`src/rtl/mdu_pkg.sv`:
```
// Shared definitions for the iterative multiply/divide unit: op encodings,
// FSM states and the default iteration counter width.
package mdu_pkg;

    localparam int unsigned MDU_WIDTH = 32;
    localparam int unsigned MDU_CNT_W = $clog2(MDU_WIDTH);

    typedef enum logic [1:0] {
        MDU_MULT  = 2'b00,
        MDU_MULTU = 2'b01,
        MDU_DIV   = 2'b10,
        MDU_DIVU  = 2'b11
    } mdu_op_e;

    typedef enum logic [1:0] {
        StIdle = 2'b00,
        StRun  = 2'b01,
        StDone = 2'b10
    } mdu_state_e;

endpackage

```
`src/rtl/mdu_sign_fix.sv`:
```
// Sign handling for the MDU: operand magnitudes on entry, and conditional
// negation of the product, or of the quotient and remainder, on exit.
module mdu_sign_fix #(
    parameter int unsigned WIDTH = 32
) (
    input  logic               is_signed,
    input  logic [WIDTH-1:0]   a,
    input  logic [WIDTH-1:0]   b,
    output logic [WIDTH-1:0]   a_mag,
    output logic [WIDTH-1:0]   b_mag,
    output logic               a_neg,
    output logic               b_neg,
    input  logic               is_mul,
    input  logic               prod_neg,
    input  logic               quo_neg,
    input  logic               rem_neg,
    input  logic [2*WIDTH-1:0] raw,
    output logic [2*WIDTH-1:0] fixed
);

    always_comb begin
        a_neg = is_signed & a[WIDTH-1];
        b_neg = is_signed & b[WIDTH-1];
        a_mag = a_neg ? -a : a;
        b_mag = b_neg ? -b : b;

        fixed = raw;
        if (is_mul) begin
            if (prod_neg) fixed = -raw;
        end else begin
            if (rem_neg) fixed[2*WIDTH-1:WIDTH] = -raw[2*WIDTH-1:WIDTH];
            if (quo_neg) fixed[WIDTH-1:0]       = -raw[WIDTH-1:0];
        end
    end

endmodule

```
`src/rtl/mult_div_unit.sv`:
```
// Iterative MULT/MULTU/DIV/DIVU unit with architectural HI/LO registers.
// Optional macro MDU_DIV_ZERO_FLAG_EN adds a sticky DivZero output.
module mult_div_unit
    import mdu_pkg::*;
#(
    parameter int unsigned WIDTH = MDU_WIDTH
) (
    input  logic             Clock,
    input  logic             Reset,
    input  logic             Start,
    input  logic [1:0]       Op,
    input  logic [WIDTH-1:0] A,
    input  logic [WIDTH-1:0] B,
    input  logic             HiWrite,
    input  logic             LoWrite,
    output logic             Busy,
    output logic             Done,
    output logic [WIDTH-1:0] HI,
    output logic [WIDTH-1:0] LO
`ifdef MDU_DIV_ZERO_FLAG_EN
    ,
    output logic             DivZero
`endif
);

    localparam int unsigned CntW = $clog2(WIDTH);

    mdu_state_e         state_q, state_d;
    mdu_op_e            op_q;
    logic [CntW-1:0]    cnt_q;
    logic [WIDTH-1:0]   opnd_q;    // multiplicand or divisor magnitude
    logic [WIDTH-1:0]   acc_hi_q;  // partial product high / partial remainder
    logic [WIDTH-1:0]   acc_lo_q;  // multiplier bits / dividend-then-quotient
    logic               neg_q, rem_neg_q, dz_q;
    logic [WIDTH-1:0]   hi_q, lo_q;

    logic               start_ok, last, is_mul;
    logic [WIDTH-1:0]   ent_a_mag, ent_b_mag;
    logic               ent_a_neg, ent_b_neg;
    logic [WIDTH:0]     sum, shifted, diff;
    logic [WIDTH-1:0]   nxt_hi, nxt_lo;
    logic [2*WIDTH-1:0] fixed;

    assign start_ok = Start && (state_q != StRun);
    assign last     = (cnt_q == CntW'(WIDTH - 1));
    assign is_mul   = (op_q == MDU_MULT) || (op_q == MDU_MULTU);

    // On divide-by-zero the remainder path restores |A|; re-applying sign(A)
    // returns A unchanged, so only the quotient correction is suppressed.
    mdu_sign_fix #(
        .WIDTH (WIDTH)
    ) u_sign_fix (
        .is_signed (Op == MDU_MULT || Op == MDU_DIV),
        .a         (A),
        .b         (B),
        .a_mag     (ent_a_mag),
        .b_mag     (ent_b_mag),
        .a_neg     (ent_a_neg),
        .b_neg     (ent_b_neg),
        .is_mul    (is_mul),
        .prod_neg  (neg_q),
        .quo_neg   (neg_q & ~dz_q),
        .rem_neg   (rem_neg_q),
        .raw       ({nxt_hi, nxt_lo}),
        .fixed     (fixed)
    );

    always_comb begin
        sum     = {1'b0, acc_hi_q} + (acc_lo_q[0] ? {1'b0, opnd_q} : '0);
        shifted = {acc_hi_q, acc_lo_q[WIDTH-1]};
        diff    = shifted - {1'b0, opnd_q};
        if (is_mul) begin
            nxt_hi = sum[WIDTH:1];
            nxt_lo = {sum[0], acc_lo_q[WIDTH-1:1]};
        end else if (shifted >= {1'b0, opnd_q}) begin
            nxt_hi = diff[WIDTH-1:0];
            nxt_lo = {acc_lo_q[WIDTH-2:0], 1'b1};
        end else begin
            nxt_hi = shifted[WIDTH-1:0];
            nxt_lo = {acc_lo_q[WIDTH-2:0], 1'b0};
        end
    end

    always_comb begin
        state_d = state_q;
        unique case (state_q)
            StIdle:  if (Start) state_d = StRun;
            StRun:   if (last) state_d = StDone;
            StDone:  state_d = Start ? StRun : StIdle;
            default: state_d = StIdle;
        endcase
    end

    always_ff @(posedge Clock or negedge Reset) begin
        if (!Reset) begin
            state_q   <= StIdle;
            op_q      <= MDU_MULT;
            cnt_q     <= '0;
            opnd_q    <= '0;
            acc_hi_q  <= '0;
            acc_lo_q  <= '0;
            neg_q     <= 1'b0;
            rem_neg_q <= 1'b0;
            dz_q      <= 1'b0;
            hi_q      <= '0;
            lo_q      <= '0;
        end else begin
            state_q <= state_d;
            if (state_q != StRun) begin
                if (HiWrite) hi_q <= A;
                if (LoWrite) lo_q <= A;
            end
            if (start_ok) begin
                op_q      <= mdu_op_e'(Op);
                cnt_q     <= '0;
                opnd_q    <= Op[1] ? ent_b_mag : ent_a_mag;
                acc_hi_q  <= '0;
                acc_lo_q  <= Op[1] ? ent_a_mag : ent_b_mag;
                neg_q     <= ent_a_neg ^ ent_b_neg;
                rem_neg_q <= ent_a_neg;
                dz_q      <= Op[1] && (B == '0);
            end else if (state_q == StRun) begin
                cnt_q    <= cnt_q + 1'b1;
                acc_hi_q <= nxt_hi;
                acc_lo_q <= nxt_lo;
                if (last) begin
                    hi_q <= fixed[2*WIDTH-1:WIDTH];
                    lo_q <= dz_q ? '1 : fixed[WIDTH-1:0];
                end
            end
        end
    end

`ifdef MDU_DIV_ZERO_FLAG_EN
    logic div_zero_q;

    always_ff @(posedge Clock or negedge Reset) begin
        if (!Reset) begin
            div_zero_q <= 1'b0;
        end else if (start_ok) begin
            div_zero_q <= 1'b0;
        end else if (state_q == StRun && last && dz_q) begin
            div_zero_q <= 1'b1;
        end
    end

    assign DivZero = div_zero_q;
`endif

    assign Busy = (state_q == StRun);
    assign Done = (state_q == StDone);
    assign HI   = hi_q;
    assign LO   = lo_q;

endmodule
```
`config.mk`:
```
export PLATFORM = sky130hd
export DESIGN_NAME = mult_div_unit
export DESIGN_NICKNAME = d
export VERILOG_FILES = /design/src/rtl/mdu_pkg.sv /design/src/rtl/mdu_sign_fix.sv /design/src/rtl/mult_div_unit.sv
export SDC_FILE = /design/constraint.sdc
export NUM_CORES = 1
export LEC_CHECK = 0
export ABC_CLOCK_PERIOD_IN_PS = 5400
export BUFFER_PORTS_ARGS = -buffer_cell sky130_fd_sc_hd__buf_2
export CAP_MARGIN = 40
export CORE_UTILIZATION = 60
export CTS_BUF_LIST = sky130_fd_sc_hd__clkbuf_4 sky130_fd_sc_hd__clkbuf_8
export CTS_CLUSTER_SIZE = 25
export DETAILED_ROUTE_END_ITERATION = 10
export PLACE_DENSITY_LB_ADDON = 0.05
export REMOVE_ABC_BUFFERS = 1
export SKIP_CTS_REPAIR_TIMING = 1
export SYNTH_ARGS = -nofsm -noshare
export SYNTH_HDL_FRONTEND = slang
export SYNTH_HIERARCHICAL = 1
export SYNTH_SLANG_ARGS = --single-unit
```
`constraint.sdc`:
```
create_clock -name Clock -period 5.4 [get_ports Clock]
set_input_delay 0.27 -clock Clock [delete_from_list [all_inputs] [get_ports Clock]]
set_output_delay 0.27 -clock Clock [all_outputs]
set_load 0.05 [all_outputs]
```
==> metrics.csv <==
metric,value,unit
total track usage,40.1,%
Max-slew headroom,33.8,%
Finished Layout Cells,2451,
final WL,54700,um
endpoints failing hold,0,
syn avg cell area,7.90,sq um
sequential share of the synthesized area,26.8,%
"Area growth, synth to finish",9.21,%
Initial Utilization,61.3,%
internal reg-to-reg setup slack,170,ps
status,finished clean,
post-route ant nets,0,
FMAX,191,MHz
Clock Latency Late Sink,490,ps
Max Cap Viol,0,
clk sinks,171,
post-DR vias/cell,6.55,
Slew Limit Fails,0,
post-DP HPWL,41700,um
core area,26100,sq um
cells after synthesis,2022,
Final min period,5230,ps
Most used DFF post-synth,dfrtp_1,
first-pass GRT wire length,83800,um
drt first-iter violations,1891,
Num CTS Buffers,17,
Worst Path Arrival,5570,ps
vias,16050,
CTS tree,yes,
CTS Root Cell,clkbuf_8,
crit end category,register,
"Max FO, Critical Path",3,
ys async rst share,100,%
net total in the final layout,2246,
die height,165,um
Worst Path Buf+Inv,2,
Cell Rows,59,
wire length per cell,22.3,um
synthesized area,16000,sq um
grt ovf,0,
Final Util,66.9,%
First-pass DRT Iterations,5,
drt drc,0,
number of global-route vias before repair,15355,
Synth area leaders,"dfrtp_1 27%, mux2i_1 6.6%, o21ai_0 5.7%",
CP Class,reg2reg,
Max stage delay on crit path,620,ps
share of layout cells above drive strength 1,14.3,%
worst slew pin tran,983,ps
I/O pins,137,
worst min path class,in2reg,
Critical Path Source Type,register,
synth unique cells,96,
cell chain of the critical path,"inv_1, ha_1, inv_1, fa_1, a211oi_1, o211ai_2, a31oi_2, o21ai_1, a221oi_2, xor2_1, o211ai_1, a21boi_0, or4_1, nor2_1, nand4_1, o21ai_0, nand2_1, xor2_1, nor2_1, a21oi_1",
I/O Buffers,136,
pin count of the biggest net entering global routing,87,
"EDFF count, synth",0,
Post-Route Skew,30.0,ps
most frequent cells in the layout,"212 x nor2_1, 203 x nand2_1, 181 x o21ai_0, 170 x dfrtp_1, 135 x buf_2",
largest area contributor in the netlist,dfrtp_1,
clock slew at reported path FFs,110,ps
Hold WS,103,ps
die footprint,27300,sq um
Placed Cells,2416,
post-route clock period utilization,96.8,%
gpl congestion,1.03,
ANT cells,0,
clock tree buffer depth,2,
Crit path required time,5740,ps
Die W,165,um
family with the most delay on the worst path,compound AO/OA/AOI/OAI gates,
cell at the slowest stage of the critical path,or4_1,
RSZ-0062 raised after global routing,false,
synth warn,6,
H-tree lvl count,4,
"commonest non-fill, non-tap cell in the layout",nor2_1,
initial antenna violation count,1,
share of the synthesized area in the top cell type,26.8,%
Synth Register Bits,171,
final setup fails,0,
-- metal layers --
layer / part of all wire, % / vias to the layer above / GRT usage (%)
met5: 0 / - / 0
met4: 4.5 / 0 / 18.6
met3: 11 / 150 / 8.67
met2: 43 / 859 / 60.4
met1: 42 / 7576 / 54.8
li1: - / 7465 / -
-- kinds of logic after synthesis --
logic type      after synthesis  synth area share, %
compound gates              594                 24.0
simple gates                694                 20.7
buf+inv                     187                 4.78
xor+xnor                    164                 8.99
mux                         140                 9.06
flops                       171                 26.8
fa+ha+maj                    72                 5.73
-- cells in the mapped netlist (22+ instances only) --
library cell,n
mux2_2,33
ha_1,70
inv_1,68
nor2_1,212
o22ai_1,33
dfrtp_1,171
mux2i_1,106
a21o_1,46
nand3_1,52
a21oi_1,131
o21ai_0,181
and3_1,27
and2_1,39
xor2_1,85
o31ai_1,22
a31oi_1,31
clkbuf_1,76
nor4_1,23
xnor2_1,79
nor3_1,39
nand2_1,206
-- worst paths after layout --
| kind | start | cells after the start | end |
|---|---|---|---|
| worst max register to register | acc_lo_q[31] | 20 | HI[22] |
| worst min-delay path | A[31] | 3 | LO[31] |
| min in group asynchronous | Reset | 2 | opnd_q[30] |
| worst max-delay path | acc_lo_q[31] | 20 | HI[22] |
| worst min register to register | cnt_q[3] | 1 | cnt_q[3] |
| max in group asynchronous | Reset | 4 | op_q[1] |
-- worst min-delay path, delay by kind of cell --
family	cells	cell delay, ps
buffers and inverters	1	130
and+or+nand+nor	2	150
-- registers in the layout (all words and copies together) (netlist names) --
name and count:
dz_q 1, op_q 1, state_q 2, acc_lo_q 32
cnt_q 5, neg_q 1, LO 32, HI 32
opnd_q 32, acc_hi_q 32, rem_neg_q 1
-- area by class of cell --
type	instances	area [sq um]
repair buffers	180	1090
clock buffers	18	241
multi-input cells	1664	11000
flip-flops and latches	171	4280
well taps	335	419
fillers	2315	8610
clock inverters	14	171
inverters	69	259
-- per-stage QoR --
stage          instance area (sq um)  setup WS [ps]  TNS, ps
2_1_floorplan                  15500           -922   -30570
3_3_place_gp                   16900           -193    -1190
3_5_place_dp                   17000           -220    -1870
4_1_cts                        17400           -261    -2620
5_1_grt                        17400           21.0        0
6_report                       17400            172        0
Power is left out: the tool's default activity adds up to more than one toggle a clock period on the data nets, which glitch-free logic cannot reach.
